## config.mk

```make
export PLATFORM = sky130hd
export DESIGN_NAME = tlul_rr_arbiter_flat
export DESIGN_NICKNAME = d
export VERILOG_FILES = /design/src/rtl/tlul_rr_arbiter_if.sv /design/src/rtl/tlul_rr_arbiter.sv /design/src/flat_wrapper.sv
export SDC_FILE = /design/constraint.sdc
export NUM_CORES = 1
export LEC_CHECK = 0
export ABC_AREA = 1
export CAP_MARGIN = 20
export CORE_AREA = 3 3 151 153
export DETAILED_ROUTE_END_ITERATION = 10
export DIE_AREA = 0 0 154 156
export SLEW_MARGIN = 20
export SYNTH_ARGS = -nofsm -noshare
export SYNTH_HDL_FRONTEND = slang
export SYNTH_SLANG_ARGS = --single-unit
```

## constraint.sdc

```tcl
create_clock -name clk_i -period 6.1 [get_ports clk_i]
set_input_delay 1.22 -clock clk_i [delete_from_list [all_inputs] [get_ports clk_i]]
set_output_delay 1.22 -clock clk_i [all_outputs]
set_load 0.02 [all_outputs]
```

## src/rtl/tlul_rr_arbiter_if.sv

```systemverilog
// Bundle of host-side and device-side TL-UL channel signals for the
// round-robin arbiter.
//   slave  : arbiter view (hosts' A/D-ready in, device D in, device A out)
//   master : environment view (hosts and device drive, arbiter outputs in)
interface tlul_rr_arbiter_if #(
    parameter int NumHost = 2
);
    // host side, host -> arbiter
    logic [NumHost-1:0]        h_a_valid;
    logic [NumHost-1:0][2:0]   h_a_opcode;
    logic [NumHost-1:0][31:0]  h_a_address;
    logic [NumHost-1:0][31:0]  h_a_data;
    logic [NumHost-1:0][3:0]   h_a_mask;
    logic [NumHost-1:0][7:0]   h_a_source;
    logic [NumHost-1:0]        h_d_ready;
    // host side, arbiter -> host
    logic [NumHost-1:0]        h_a_ready;
    logic [NumHost-1:0]        h_d_valid;
    logic [NumHost-1:0][2:0]   h_d_opcode;
    logic [NumHost-1:0][31:0]  h_d_data;
    logic [NumHost-1:0][7:0]   h_d_source;
    logic [NumHost-1:0]        h_d_error;
    // device side, arbiter -> device
    logic                      d_a_valid;
    logic [2:0]                d_a_opcode;
    logic [31:0]               d_a_address;
    logic [31:0]               d_a_data;
    logic [3:0]                d_a_mask;
    logic [7:0]                d_a_source;
    logic                      d_d_ready;
    // device side, device -> arbiter
    logic                      d_a_ready;
    logic                      d_d_valid;
    logic [2:0]                d_d_opcode;
    logic [31:0]               d_d_data;
    logic [7:0]                d_d_source;
    logic                      d_d_error;

    modport slave (
        input  h_a_valid, h_a_opcode, h_a_address, h_a_data,
        input  h_a_mask, h_a_source, h_d_ready,
        input  d_a_ready, d_d_valid, d_d_opcode, d_d_data,
        input  d_d_source, d_d_error,
        output h_a_ready, h_d_valid, h_d_opcode, h_d_data,
        output h_d_source, h_d_error,
        output d_a_valid, d_a_opcode, d_a_address, d_a_data,
        output d_a_mask, d_a_source, d_d_ready
    );

    modport master (
        output h_a_valid, h_a_opcode, h_a_address, h_a_data,
        output h_a_mask, h_a_source, h_d_ready,
        output d_a_ready, d_d_valid, d_d_opcode, d_d_data,
        output d_d_source, d_d_error,
        input  h_a_ready, h_d_valid, h_d_opcode, h_d_data,
        input  h_d_source, h_d_error,
        input  d_a_valid, d_a_opcode, d_a_address, d_a_data,
        input  d_a_mask, d_a_source, d_d_ready
    );
endinterface

```

## src/rtl/tlul_rr_arbiter.sv

```systemverilog
// Shares one TL-UL device port among NumHost hosts: round-robin A-channel
// grant held while the device stalls, D-channel routed in order via a
// host-index FIFO.
//   clk_i, rst_ni  : clock, async active-low reset
//   tl             : host and device channels (slave view)
//   outstanding_o  : accepted-but-unanswered request count
//   unexp_rsp_o    : pulse when a response arrives with nothing outstanding
module tlul_rr_arbiter #(
    parameter int NumHost        = 2,
    parameter int MaxOutstanding = 4,
    localparam int IdxW = (NumHost > 1) ? $clog2(NumHost) : 1,
    localparam int CntW = $clog2(MaxOutstanding + 1)
) (
    input  logic            clk_i,
    input  logic            rst_ni,
    tlul_rr_arbiter_if.slave tl,
    output logic [CntW-1:0] outstanding_o,
    output logic            unexp_rsp_o
);
    localparam int PtrW = (MaxOutstanding > 1) ? $clog2(MaxOutstanding) : 1;
    localparam logic [PtrW-1:0] PtrLast = PtrW'(MaxOutstanding - 1);

    logic [IdxW-1:0] fifo [MaxOutstanding];
    logic [PtrW-1:0] rd_ptr;
    logic [PtrW-1:0] wr_ptr;
    logic [CntW-1:0] count;
    logic [IdxW-1:0] rr_last;
    logic [IdxW-1:0] lock_idx;
    logic            lock;
    logic            unexp_q;

    logic [IdxW-1:0] arb_idx;
    logic [IdxW-1:0] gnt;
    logic [IdxW-1:0] head;
    logic            any_req;
    logic            full;
    logic            has_head;
    logic            a_valid;
    logic            push;
    logic            pop;

    // Scan from the farthest candidate back to the nearest so the
    // first requester after rr_last is the one left standing.
    always_comb begin
        arb_idx = '0;
        for (int k = NumHost; k >= 1; k--) begin
            if (tl.h_a_valid[IdxW'((int'(rr_last) + k) % NumHost)]) begin
                arb_idx = IdxW'((int'(rr_last) + k) % NumHost);
            end
        end
    end

    assign any_req  = |tl.h_a_valid;
    assign full     = (count == CntW'(MaxOutstanding));
    assign gnt      = lock ? lock_idx : arb_idx;
    assign a_valid  = rst_ni & any_req & ~full;
    assign push     = a_valid & tl.d_a_ready;
    assign has_head = (count != '0);
    assign head     = fifo[rd_ptr];
    assign pop      = has_head & tl.d_d_valid & tl.d_d_ready;

    assign tl.d_a_valid   = a_valid;
    assign tl.d_a_opcode  = tl.h_a_opcode[gnt];
    assign tl.d_a_address = tl.h_a_address[gnt];
    assign tl.d_a_data    = tl.h_a_data[gnt];
    assign tl.d_a_mask    = tl.h_a_mask[gnt];
    assign tl.d_a_source  = tl.h_a_source[gnt];

    // With nothing outstanding the device is drained unconditionally.
    assign tl.d_d_ready = has_head ? tl.h_d_ready[head] : 1'b1;

    always_comb begin
        for (int i = 0; i < NumHost; i++) begin
            tl.h_a_ready[i]  = rst_ni & tl.d_a_ready & ~full
                             & (gnt == IdxW'(i));
            tl.h_d_valid[i]  = has_head & tl.d_d_valid
                             & (head == IdxW'(i));
            tl.h_d_opcode[i] = tl.d_d_opcode;
            tl.h_d_data[i]   = tl.d_d_data;
            tl.h_d_source[i] = tl.d_d_source;
            tl.h_d_error[i]  = tl.d_d_error;
        end
    end

    always_ff @(posedge clk_i or negedge rst_ni) begin
        if (!rst_ni) begin
            for (int i = 0; i < MaxOutstanding; i++) begin
                fifo[i] <= '0;
            end
            rd_ptr   <= '0;
            wr_ptr   <= '0;
            count    <= '0;
            rr_last  <= IdxW'(NumHost - 1);
            lock     <= 1'b0;
            lock_idx <= '0;
            unexp_q  <= 1'b0;
        end else begin
            if (push) begin
                fifo[wr_ptr] <= gnt;
                wr_ptr       <= (wr_ptr == PtrLast) ? '0 : wr_ptr + 1'b1;
                rr_last      <= gnt;
                lock         <= 1'b0;
            end else if (a_valid) begin
                // Device stalled: freeze the grant so A stays stable.
                lock     <= 1'b1;
                lock_idx <= gnt;
            end
            if (pop) begin
                rd_ptr <= (rd_ptr == PtrLast) ? '0 : rd_ptr + 1'b1;
            end
            count   <= count + CntW'(push) - CntW'(pop);
            unexp_q <= ~has_head & tl.d_d_valid;
        end
    end

    assign outstanding_o = count;
    assign unexp_rsp_o   = unexp_q;
endmodule

```

## src/flat_wrapper.sv

```systemverilog
// flat-port wrapper written by rule: the top's interface ports become plain ports
module tlul_rr_arbiter_flat 
#(
    parameter int NumHost        = 2,
    parameter int MaxOutstanding = 4,
    localparam int IdxW = (NumHost > 1) ? $clog2(NumHost) : 1,
    localparam int CntW = $clog2(MaxOutstanding + 1)
)
  (clk_i, rst_ni, outstanding_o, unexp_rsp_o, tl_h_a_valid, tl_h_a_opcode, tl_h_a_address, tl_h_a_data, tl_h_a_mask, tl_h_a_source, tl_h_d_ready, tl_d_a_ready, tl_d_d_valid, tl_d_d_opcode, tl_d_d_data, tl_d_d_source, tl_d_d_error, tl_h_a_ready, tl_h_d_valid, tl_h_d_opcode, tl_h_d_data, tl_h_d_source, tl_h_d_error, tl_d_a_valid, tl_d_a_opcode, tl_d_a_address, tl_d_a_data, tl_d_a_mask, tl_d_a_source, tl_d_d_ready);
  tlul_rr_arbiter_if #(.NumHost(NumHost)) tl_i ();
  input  logic clk_i;
  input  logic rst_ni;
  output logic [CntW-1:0] outstanding_o;
  output logic unexp_rsp_o;
  input wire logic [$bits(tl_i.h_a_valid)-1:0] tl_h_a_valid;
  input wire logic [$bits(tl_i.h_a_opcode)-1:0] tl_h_a_opcode;
  input wire logic [$bits(tl_i.h_a_address)-1:0] tl_h_a_address;
  input wire logic [$bits(tl_i.h_a_data)-1:0] tl_h_a_data;
  input wire logic [$bits(tl_i.h_a_mask)-1:0] tl_h_a_mask;
  input wire logic [$bits(tl_i.h_a_source)-1:0] tl_h_a_source;
  input wire logic [$bits(tl_i.h_d_ready)-1:0] tl_h_d_ready;
  input wire logic [$bits(tl_i.d_a_ready)-1:0] tl_d_a_ready;
  input wire logic [$bits(tl_i.d_d_valid)-1:0] tl_d_d_valid;
  input wire logic [$bits(tl_i.d_d_opcode)-1:0] tl_d_d_opcode;
  input wire logic [$bits(tl_i.d_d_data)-1:0] tl_d_d_data;
  input wire logic [$bits(tl_i.d_d_source)-1:0] tl_d_d_source;
  input wire logic [$bits(tl_i.d_d_error)-1:0] tl_d_d_error;
  output wire logic [$bits(tl_i.h_a_ready)-1:0] tl_h_a_ready;
  output wire logic [$bits(tl_i.h_d_valid)-1:0] tl_h_d_valid;
  output wire logic [$bits(tl_i.h_d_opcode)-1:0] tl_h_d_opcode;
  output wire logic [$bits(tl_i.h_d_data)-1:0] tl_h_d_data;
  output wire logic [$bits(tl_i.h_d_source)-1:0] tl_h_d_source;
  output wire logic [$bits(tl_i.h_d_error)-1:0] tl_h_d_error;
  output wire logic [$bits(tl_i.d_a_valid)-1:0] tl_d_a_valid;
  output wire logic [$bits(tl_i.d_a_opcode)-1:0] tl_d_a_opcode;
  output wire logic [$bits(tl_i.d_a_address)-1:0] tl_d_a_address;
  output wire logic [$bits(tl_i.d_a_data)-1:0] tl_d_a_data;
  output wire logic [$bits(tl_i.d_a_mask)-1:0] tl_d_a_mask;
  output wire logic [$bits(tl_i.d_a_source)-1:0] tl_d_a_source;
  output wire logic [$bits(tl_i.d_d_ready)-1:0] tl_d_d_ready;
  assign tl_i.h_a_valid = tl_h_a_valid;
  assign tl_i.h_a_opcode = tl_h_a_opcode;
  assign tl_i.h_a_address = tl_h_a_address;
  assign tl_i.h_a_data = tl_h_a_data;
  assign tl_i.h_a_mask = tl_h_a_mask;
  assign tl_i.h_a_source = tl_h_a_source;
  assign tl_i.h_d_ready = tl_h_d_ready;
  assign tl_i.d_a_ready = tl_d_a_ready;
  assign tl_i.d_d_valid = tl_d_d_valid;
  assign tl_i.d_d_opcode = tl_d_d_opcode;
  assign tl_i.d_d_data = tl_d_d_data;
  assign tl_i.d_d_source = tl_d_d_source;
  assign tl_i.d_d_error = tl_d_d_error;
  assign tl_h_a_ready = tl_i.h_a_ready;
  assign tl_h_d_valid = tl_i.h_d_valid;
  assign tl_h_d_opcode = tl_i.h_d_opcode;
  assign tl_h_d_data = tl_i.h_d_data;
  assign tl_h_d_source = tl_i.h_d_source;
  assign tl_h_d_error = tl_i.h_d_error;
  assign tl_d_a_valid = tl_i.d_a_valid;
  assign tl_d_a_opcode = tl_i.d_a_opcode;
  assign tl_d_a_address = tl_i.d_a_address;
  assign tl_d_a_data = tl_i.d_a_data;
  assign tl_d_a_mask = tl_i.d_a_mask;
  assign tl_d_a_source = tl_i.d_a_source;
  assign tl_d_d_ready = tl_i.d_d_ready;
  tlul_rr_arbiter #(.NumHost(NumHost), .MaxOutstanding(MaxOutstanding)) u_core (.clk_i(clk_i), .rst_ni(rst_ni), .tl(tl_i), .outstanding_o(outstanding_o), .unexp_rsp_o(unexp_rsp_o));
endmodule
```

### After elaboration in Yosys (flattened, before gate mapping)

Cells that the tools add are included.

* register bits: 15
* input bits: 210
* word-level logic and storage cells: 81

* $add $sub $neg: 6
* order comparisons: 7
* equality and inequality tests: 3
* mux-type cells: 30
* bitwise logic cells: 19
* reduce and logical (&&, ||, !) cells: 5

Operator list (number)
* two-way mux 32 bit: 4
* two-way mux 8 bit: 2
* two-way mux 1 bit: 15
* AND 1 bit: 12
* two-way mux 4 bit: 2
* greater-or-equal comparator 3 bit, second input constant: 2
* less-than comparator 1 x 3 -> 1 bit, second input constant: 2
* two-way mux 3 bit: 2
* inverter 2 -> 3 bit: 2
* inverter 1 bit: 5
* adder 2 x 1 -> 2 bit, second input constant: 2
* bitwise mux 4 bit: 1
* equality test 2 bit, second input constant: 2
* less-than comparator 1 x 2 -> 1 bit, second input constant: 2
* two-way mux 2 bit: 2
* adder 3 x 1 -> 3 bit: 1
* equality test 3 bit, second input constant: 1
* less-than comparator 3 x 1 -> 1 bit, second input constant: 1
* nonzero test 3 bit: 1
* subtractor 3 x 1 -> 3 bit: 1
* adder 1 bit, second input constant: 2
* binary-select mux 1 bit (select 2 bit): 1
* demux 1 bit (select 2 bit): 1
* AND reduction 2 bit: 1
* other kinds (3): 3

### Logic depth before layout (Yosys ltp)

Gate-level depths: netlist of run 1.

* depth after elaboration: 9
* mapped depth: 13

### Worst setup path before layout of run 1

OpenSTA, ideal clock, no wires.

* kind: input port to output port
* start point: input port tl_h_a_valid[0]
* end point: output port tl_d_a_address[0]
* arrival time: 1.943 ns
* data required time: 4.880 ns
* slack: 2.937 ns
* cell stages on the path: 7
* buffers on the path: 2
* cell sequence: inv_1 > o21ai_1 > nand2_2 > buf_4 > buf_6 > nand2_1 > nand2_1

* word-level cells in the longest chain between the ends: 7
* elaborated cells on any way between the ends: 9

Ends and longest elaborated chain
* from (decl): RTL line flat_wrapper.sv:15 `input wire logic [$bits(tl_i.h_a_valid)-1:0] tl_h_a_valid;`
* two-way mux 1 bit (not written as such) (2 in series): RTL line tlul_rr_arbiter.sv:47 `if (tl.h_a_valid[IdxW'((int'(rr_last) + k) % NumHost)]) begin`
* two-way mux 1 bit: RTL line tlul_rr_arbiter.sv:47
* two-way mux 1 bit *: RTL line tlul_rr_arbiter.sv:47
* two-way mux 1 bit *: RTL line tlul_rr_arbiter.sv:55 `assign gnt = lock ? lock_idx : arb_idx;`
* two-way mux 32 bit (not written as such) * (2 in series): RTL line tlul_rr_arbiter.sv:64 `assign tl.d_a_address = tl.h_a_address[gnt];`
* to (decl): RTL line flat_wrapper.sv:36 `output wire logic [$bits(tl_i.d_a_address)-1:0] tl_d_a_address;`

Mark *: on every way between the ends. The rest lies on a longest branch, timed or not. The select of a mux whose other input is x is not followed.

### Worst setup path after layout of run 1

* start point: input port tl_h_a_valid[0]
* end point: output port tl_d_a_source[4]

* word-level cells in the longest chain between the ends: 7
* elaborated cells on any way between the ends: 9

Ends and longest elaborated chain
* two-way mux 1 bit (not written as such) (2 in series): RTL line tlul_rr_arbiter.sv:47
* two-way mux 1 bit: RTL line tlul_rr_arbiter.sv:47
* two-way mux 1 bit *: RTL line tlul_rr_arbiter.sv:47
* two-way mux 1 bit *: RTL line tlul_rr_arbiter.sv:55
* two-way mux 8 bit (not written as such) * (2 in series): RTL line tlul_rr_arbiter.sv:67 `assign tl.d_a_source = tl.h_a_source[gnt];`
* to (decl): RTL line flat_wrapper.sv:39 `output wire logic [$bits(tl_i.d_a_source)-1:0] tl_d_a_source;`

Marked as above.

==> results of run 1 <==
-- synth_stat cells (all sizes together) --
master / number / share of area
xor2: 1 / 0.0035
nor2: 9 / 0.017
nand2: 264 / 0.40
nand3b: 1 / 0.0030
buf: 105 / 0.31
dfrtp: 14 / 0.14
inv: 15 / 0.023
or2: 1 / 0.0025
ha: 7 / 0.035
fa: 1 / 0.0081
a21oi: 1 / 0.0020
o21ai: 10 / 0.020
xnor2: 1 / 0.0035
dfstp: 1 / 0.011
nand3: 9 / 0.020
-- per-layer routing --
layer,vias up,track usage
met3,26,0.0438
met4,0,0.0214
li1,1542,-
met5,-,0
met2,225,0.141
met1,1223,0.0871
-- worst max-delay path, stage by stage --
cell	delay, ns
clkdlybuf4s50_1	0.48
inv_1	0.05
o21ai_1	0.19
nand2_4	0.31
inv_2	0.13
buf_4	0.39
nand2_1	0.13
nand2_1	0.11
clkdlybuf4s50_1	0.61
-- worst paths after layout --
check,slack [ns],cells after the start,end
min reg2reg,0.48,2,u_core.lock_idx
max in group asynchronous,4.55,2,u_core.rr_last
max reg2reg,3.87,13,u_core.outstanding_o[2]
min,0.48,2,u_core.lock_idx
min in group asynchronous,1.30,2,u_core.wr_ptr[1]
max,1.23,9,tl_d_a_source[4]
-- flip-flops by register name, indices dropped and copies added, names as in the netlist --
signal                count
u_core.lock_idx           1
u_core.fifo               4
u_core.outstanding_o      3
u_core.lock               1
u_core.wr_ptr             2
u_core.rd_ptr             2
u_core.unexp_rsp_o        1
u_core.rr_last            1
-- stage by stage --
step,total power [W],std cells,setup slack (ns),utilization
global route,0.00218,877,0.988,0.218
CTS,0.00204,877,1.20,0.218
finish,0.00201,877,1.23,0.218
global placement,0.00189,873,1.20,0.214
detailed placement,0.00190,873,1.21,0.214
floorplan,0.00121,440,2.94,-
-- power groups by stage --
stage          combinational [W]  sequential [W]  clock (W)
2_1_floorplan            0.00101        0.000192          0
3_3_place_gp             0.00170        0.000187          0
3_5_place_dp             0.00171        0.000187          0
4_1_cts                  0.00172        0.000187   0.000132
5_1_grt                  0.00185        0.000193   0.000135
6_report                 0.00169        0.000186   0.000129
-- area by class of cell --
cell class | count | share of cell area
tap | 280 | 0.0742
multi-input combinational | 305 | 0.272
inverter | 15 | 0.0119
clock inverter | 1 | 0.00106
clock buffer | 3 | 0.0159
timing repair buffer | 258 | 0.545
sequential | 15 | 0.0798
-- cells in the final DEF (no fill, tap or decap), types with 2 or more instances in the layout --
cell / instances
clkbuf_16: 3
clkdlybuf4s50_1: 254
inv_2: 2
dfrtp_1: 14
nand2_1: 263
o21ai_0: 9
nor2_1: 8
ha_1: 7
inv_1: 13
buf_4: 4
nand3_1: 8
-- cells by family (layout without fill, tap and decap cells) --
| group | Yosys count | in the layout | synth area share |
|---|---|---|---|
| adders and majority gates | 8 | 8 | 0.0433 |
| and+or+nand+nor | 284 | 284 | 0.442 |
| AOI/OAI and AO/OA | 11 | 11 | 0.0221 |
| buffers and inverters | 120 | 277 | 0.334 |
| xor gates and xnor gates | 2 | 2 | 0.00705 |
| DFF | 15 | 15 | 0.152 |
==> flow_summary_export.csv, run 1 <==
group,metric,value,unit
timing,tightest_slew,0.492,ns
power,p_leak,2.19,nW
global_routing,grt_pass1_wl,15900,um
timing,max_freq,205,MHz
global_routing,grt_pass1_vias,2853,
synthesis,syn_nets,658,
clocking,cts_resized,0,
timing,hold_viol,0,
power,p_seq_frac,0.093,
synthesis,ys_seq_area_frac,0.152,
synthesis,yosysWarnings,0,
layout,diodes,0,
worst_hold_path,hp-start,"u_core.lock_idx",
layout,multi_input_comb_area,1280,um^2
placement,portBuffers,254,
synthesis,synth_cell_type_count,22,
route,vias,3016,
route,top_layer_used,"met4",
global_routing,grt_max_degree,45,
critical_path,critPathRequiredTime,4.88,ns
timing,hold_slack,0.484,ns
timing,finClkSkew,0.00219,ns
placement,hpwl,9460,um
route,drtIter0Drc,116,
global_routing,grt_usage,0.0816,
timing,relSlewSlack,0.672,
power,combPwrFrac,0.843,
die,placeableCoreArea,21700,um^2
flow_run,cap_viol_max_count,0,
timing,min_period_over_period,0.799,
layout,nets,816,
placement,gp_congestion,0.807,
layout,syn_to_final_growth,89.9,%
placement,placed_area,4640,um^2
timing,setup_viol_count_final,0,
synthesis,syn-cell-area,2480,um^2
power,power_density,425,nW/um^2
global_routing,overflow,0,
die,die_height,156,um
worst_hold_path,hold_class,"reg -> reg",
power,clkPwrFrac,0.064,
clocking,cts_buffer_depth,2,
status,status,"finished clean",
die,die_area,24000,um^2
clocking,cts.sinks,15,
critical_path,critPathKind,"in -> out",
power,switching_share,0.511,
clocking,clk_pin_slew,0.05,ns
route,wl_met2,5330,um
route,routed_via_density,3.44,
route,drt_pass1_iterations,4,
clocking,cts_setup_buffers,0,
route,routed_wl,11100,um
critical_path,path_max_fanout,44,
route,drc_errors,0,
timing,slew_violations,0,
timing,finalSetupTns,0,ns
clocking,cts_buffers,3,
layout,seqCellArea,377,um^2
clocking,cts.hold.buffers_added,0,
route,ant_nets,0,
synthesis,avgSynthCellArea,5.65,um^2
clocking,clock_latency,0.25,ns
critical_path,cp-end-kind,"output port",
critical_path,r2r-start,"u_core.rd_ptr[0]",
die,fp.dieW,154,um
layout,layout-drive-gt1-share,0.0235,
synthesis,syn_inst,440,
power,vdd_drop_max,258,uV
global_routing,antenna_found_initial,0,
power,power_switching,0.00102,W
power,p_int,0.000981,W
timing,layout_min_cycle_time,4.87,ns
layout,num-fill-cells,2416,
route,met1Wirelength,3960,um
layout,final_area,4720,um^2
route,wl_per_cell,12.7,um
timing,rsz0062_at_grt,"no",
clocking,htreeDepth,1,
die,start_util,0.115,
critical_path,critPathLaunchType,"primary input",
route,wl_met3,1530,um
clocking,cts_tree,"built",
die,rows,54,
synthesis,ys_seq_elements,15,
critical_path,arrival,3.65,ns
die,ios,387,
clocking,cts_root_buf,"clkbuf_16",
critical_path,startpoint,"tl_h_a_valid[0]",
Power figures use the tool's default switching activity.
==> run 2: changes to the inputs <==
Clock period 6.1 ns to 4.3 ns, I/O delays scaled along.
==> flow_summary_export.csv, run 2 (same netlist as run 1, synthesis figures left out) <==
group,metric,value,unit
status,status,"finished clean",
power,p_seq_frac,0.091,
layout,layout-drive-gt1-share,0.0251,
route,top_layer_used,"met4",
route,met1Wirelength,3990,um
die,die_area,24000,um^2
critical_path,cpPeakStageDelay,0.66,ns
route,vias,3046,
route,drt_pass1_iterations,5,
clocking,cts_setup_buffers,0,
critical_path,path_max_fanout,36,
layout,diodes,0,
clocking,cts_buffers,3,
global_routing,grt_usage,0.0802,
power,p_int,0.00143,W
power,power_switching,0.00146,W
route,routed_via_density,3.47,
die,fp.dieW,154,um
clocking,clk_pin_slew,0.05,ns
global_routing,antenna_found_initial,0,
power,p_total,0.00289,W
timing,slew_violations,0,
critical_path,critPathKind,"in -> out",
placement,hpwl,9190,um
critical_path,critPathLaunchType,"primary input",
die,start_util,0.115,
timing,layout_min_cycle_time,3.82,ns
global_routing,overflow,0,
clocking,cts_buffer_depth,2,
timing,relSlewSlack,0.706,
global_routing,grt_max_degree,87,
timing,rsz0062_at_grt,"no",
critical_path,path_cells,"clkdlybuf4s50_1 > inv_1 > o21ai_1 > nand2_4 > inv_2 > buf_4 > nand2_1 > nand2_1 > clkdlybuf4s50_1",
layout,nets,816,
clocking,cts.hold.buffers_added,0,
layout,largest_register_ffs,4,
timing,tightest_slew,0.441,ns
power,p_leak,2.20,nW
die,ios,387,
worst_hold_path,hold_class,"reg -> reg",
route,drtIter0Drc,165,
placement,portBuffers,254,
route,routed_wl,10900,um
critical_path,critPathRequiredTime,3.44,ns
timing,max_freq,261,MHz
critical_path,critPathSlowestCell,"clkdlybuf4s50_1",
layout,mostFrequentLayoutCell,"nand2_1",
clocking,htreeDepth,1,
power,clkPwrFrac,0.062,
die,placeableCoreArea,21700,um^2
clocking,cts.sinks,15,
global_routing,grt_pass1_wl,15700,um
route,wl_met2,5180,um
timing,hold_viol,0,
layout,syn_to_final_growth,91.3,%
timing,finalSetupTns,0,ns
global_routing,grt_pass1_vias,2832,
power,switching_share,0.505,
flow_run,cap_viol_max_count,0,
critical_path,reg2reg_setup_slack,2.08,ns
clocking,clock_latency,0.24,ns
die,die_height,156,um
placement,gp_congestion,0.753,
power,vdd_drop_max,427,uV
timing,finClkSkew,0.00175,ns
timing,min_period_over_period,0.889,
die,rows,54,
power,combPwrFrac,0.846,
critical_path,arrival,2.96,ns
clocking,cts_resized,0,
route,drc_errors,0,
power,power_density,607,nW/um^2
layout,largest_register,"u_core.fifo",
route,wl_per_cell,12.4,um
critical_path,critPathTopFamily,"buffers and inverters",
timing,setup_viol_count_final,0,
route,wl_met3,1410,um
route,ant_nets,0,
layout,final_cell_mix,"263 x nand2_1, 253 x clkdlybuf4s50_1, 14 x dfrtp_1",
clocking,cts_tree,"built",
critical_path,cp-end-kind,"output port",
critical_path,cp_num_buf_inv,5,
clocking,cts_root_buf,"clkbuf_16",
run 2: changes by cell type in the layout (fill, tap and decap cells not counted):
cell,change
buf_12,+3
buf_4,-2
clkdlybuf4s50_1,-1
run 2: layer usage:
metal  vias to the layer above  track usage
li1                       1546            -
met1                      1258       0.0893
met2                       218        0.136
met3                        24       0.0413
met4                         0       0.0198
met5                         -            0
run 2: power groups by stage:
stage	Sequential (W)	Combinational, W	Clock [W]
after floorplan	0.000273	0.00144	0
after global placement	0.000266	0.00246	0
after detailed placement	0.000266	0.00247	0
after CTS	0.000265	0.00248	0.000186
after global routing	0.000274	0.00266	0.000191
final	0.000264	0.00244	0.000180
run 2: area by class of cell:
cell class	instances	area, um^2
Fill cell	2449	16900
Timing Repair Buffer	258	2610
Multi-Input combinational cell	305	1280
Sequential cell	15	377
Tap cell	280	350
Clock buffer	3	75.1
Inverter	15	56.3
Clock inverter	1	5.00
run 2: worst paths after layout:
path,to,from,cells after the start
min in group asynchronous,u_core.wr_ptr[1],rst_ni,2
max in group asynchronous,u_core.rr_last,rst_ni,2
max reg2reg,u_core.outstanding_o[2],u_core.rd_ptr[0],13
min reg2reg,u_core.lock_idx,u_core.lock_idx,2
min,u_core.lock_idx,u_core.lock_idx,2
max,tl_d_a_address[2],tl_h_a_valid[0],9
run 2: metrics by stage:
| stage | area (um^2) | util | instances | setup slack, ns | hold slack (ns) |
|---|---|---|---|---|---|
| 2_1_floorplan | 2480 | - | 440 | 1.86 | 0.445 |
| 3_3_place_gp | 4670 | 0.216 | 873 | 0.489 | 0.464 |
| 3_5_place_dp | 4670 | 0.216 | 873 | 0.479 | 0.472 |
| 4_1_cts | 4750 | 0.219 | 877 | 0.470 | 0.485 |
| 5_1_grt | 4750 | 0.219 | 877 | 0.303 | 0.502 |
| 6_report | 4750 | 0.219 | 877 | 0.476 | 0.478 |
run 2: worst min-delay path: cells and delay by family, from the launching register on:
family / cells / cell delay, ns
compound gates: 1 / 0.06
flops: 1 / 0.33
simple gates: 1 / 0.05
==> run 3: changes to the inputs <==
Settings changed: ABC_CLOCK_PERIOD_IN_PS from default to 4300, CAP_MARGIN 20 to default, SETUP_SLACK_MARGIN from default to 0.05.
==> results of run 3 <==
The final DEF is identical to that of run 2; final timing and power are the same.
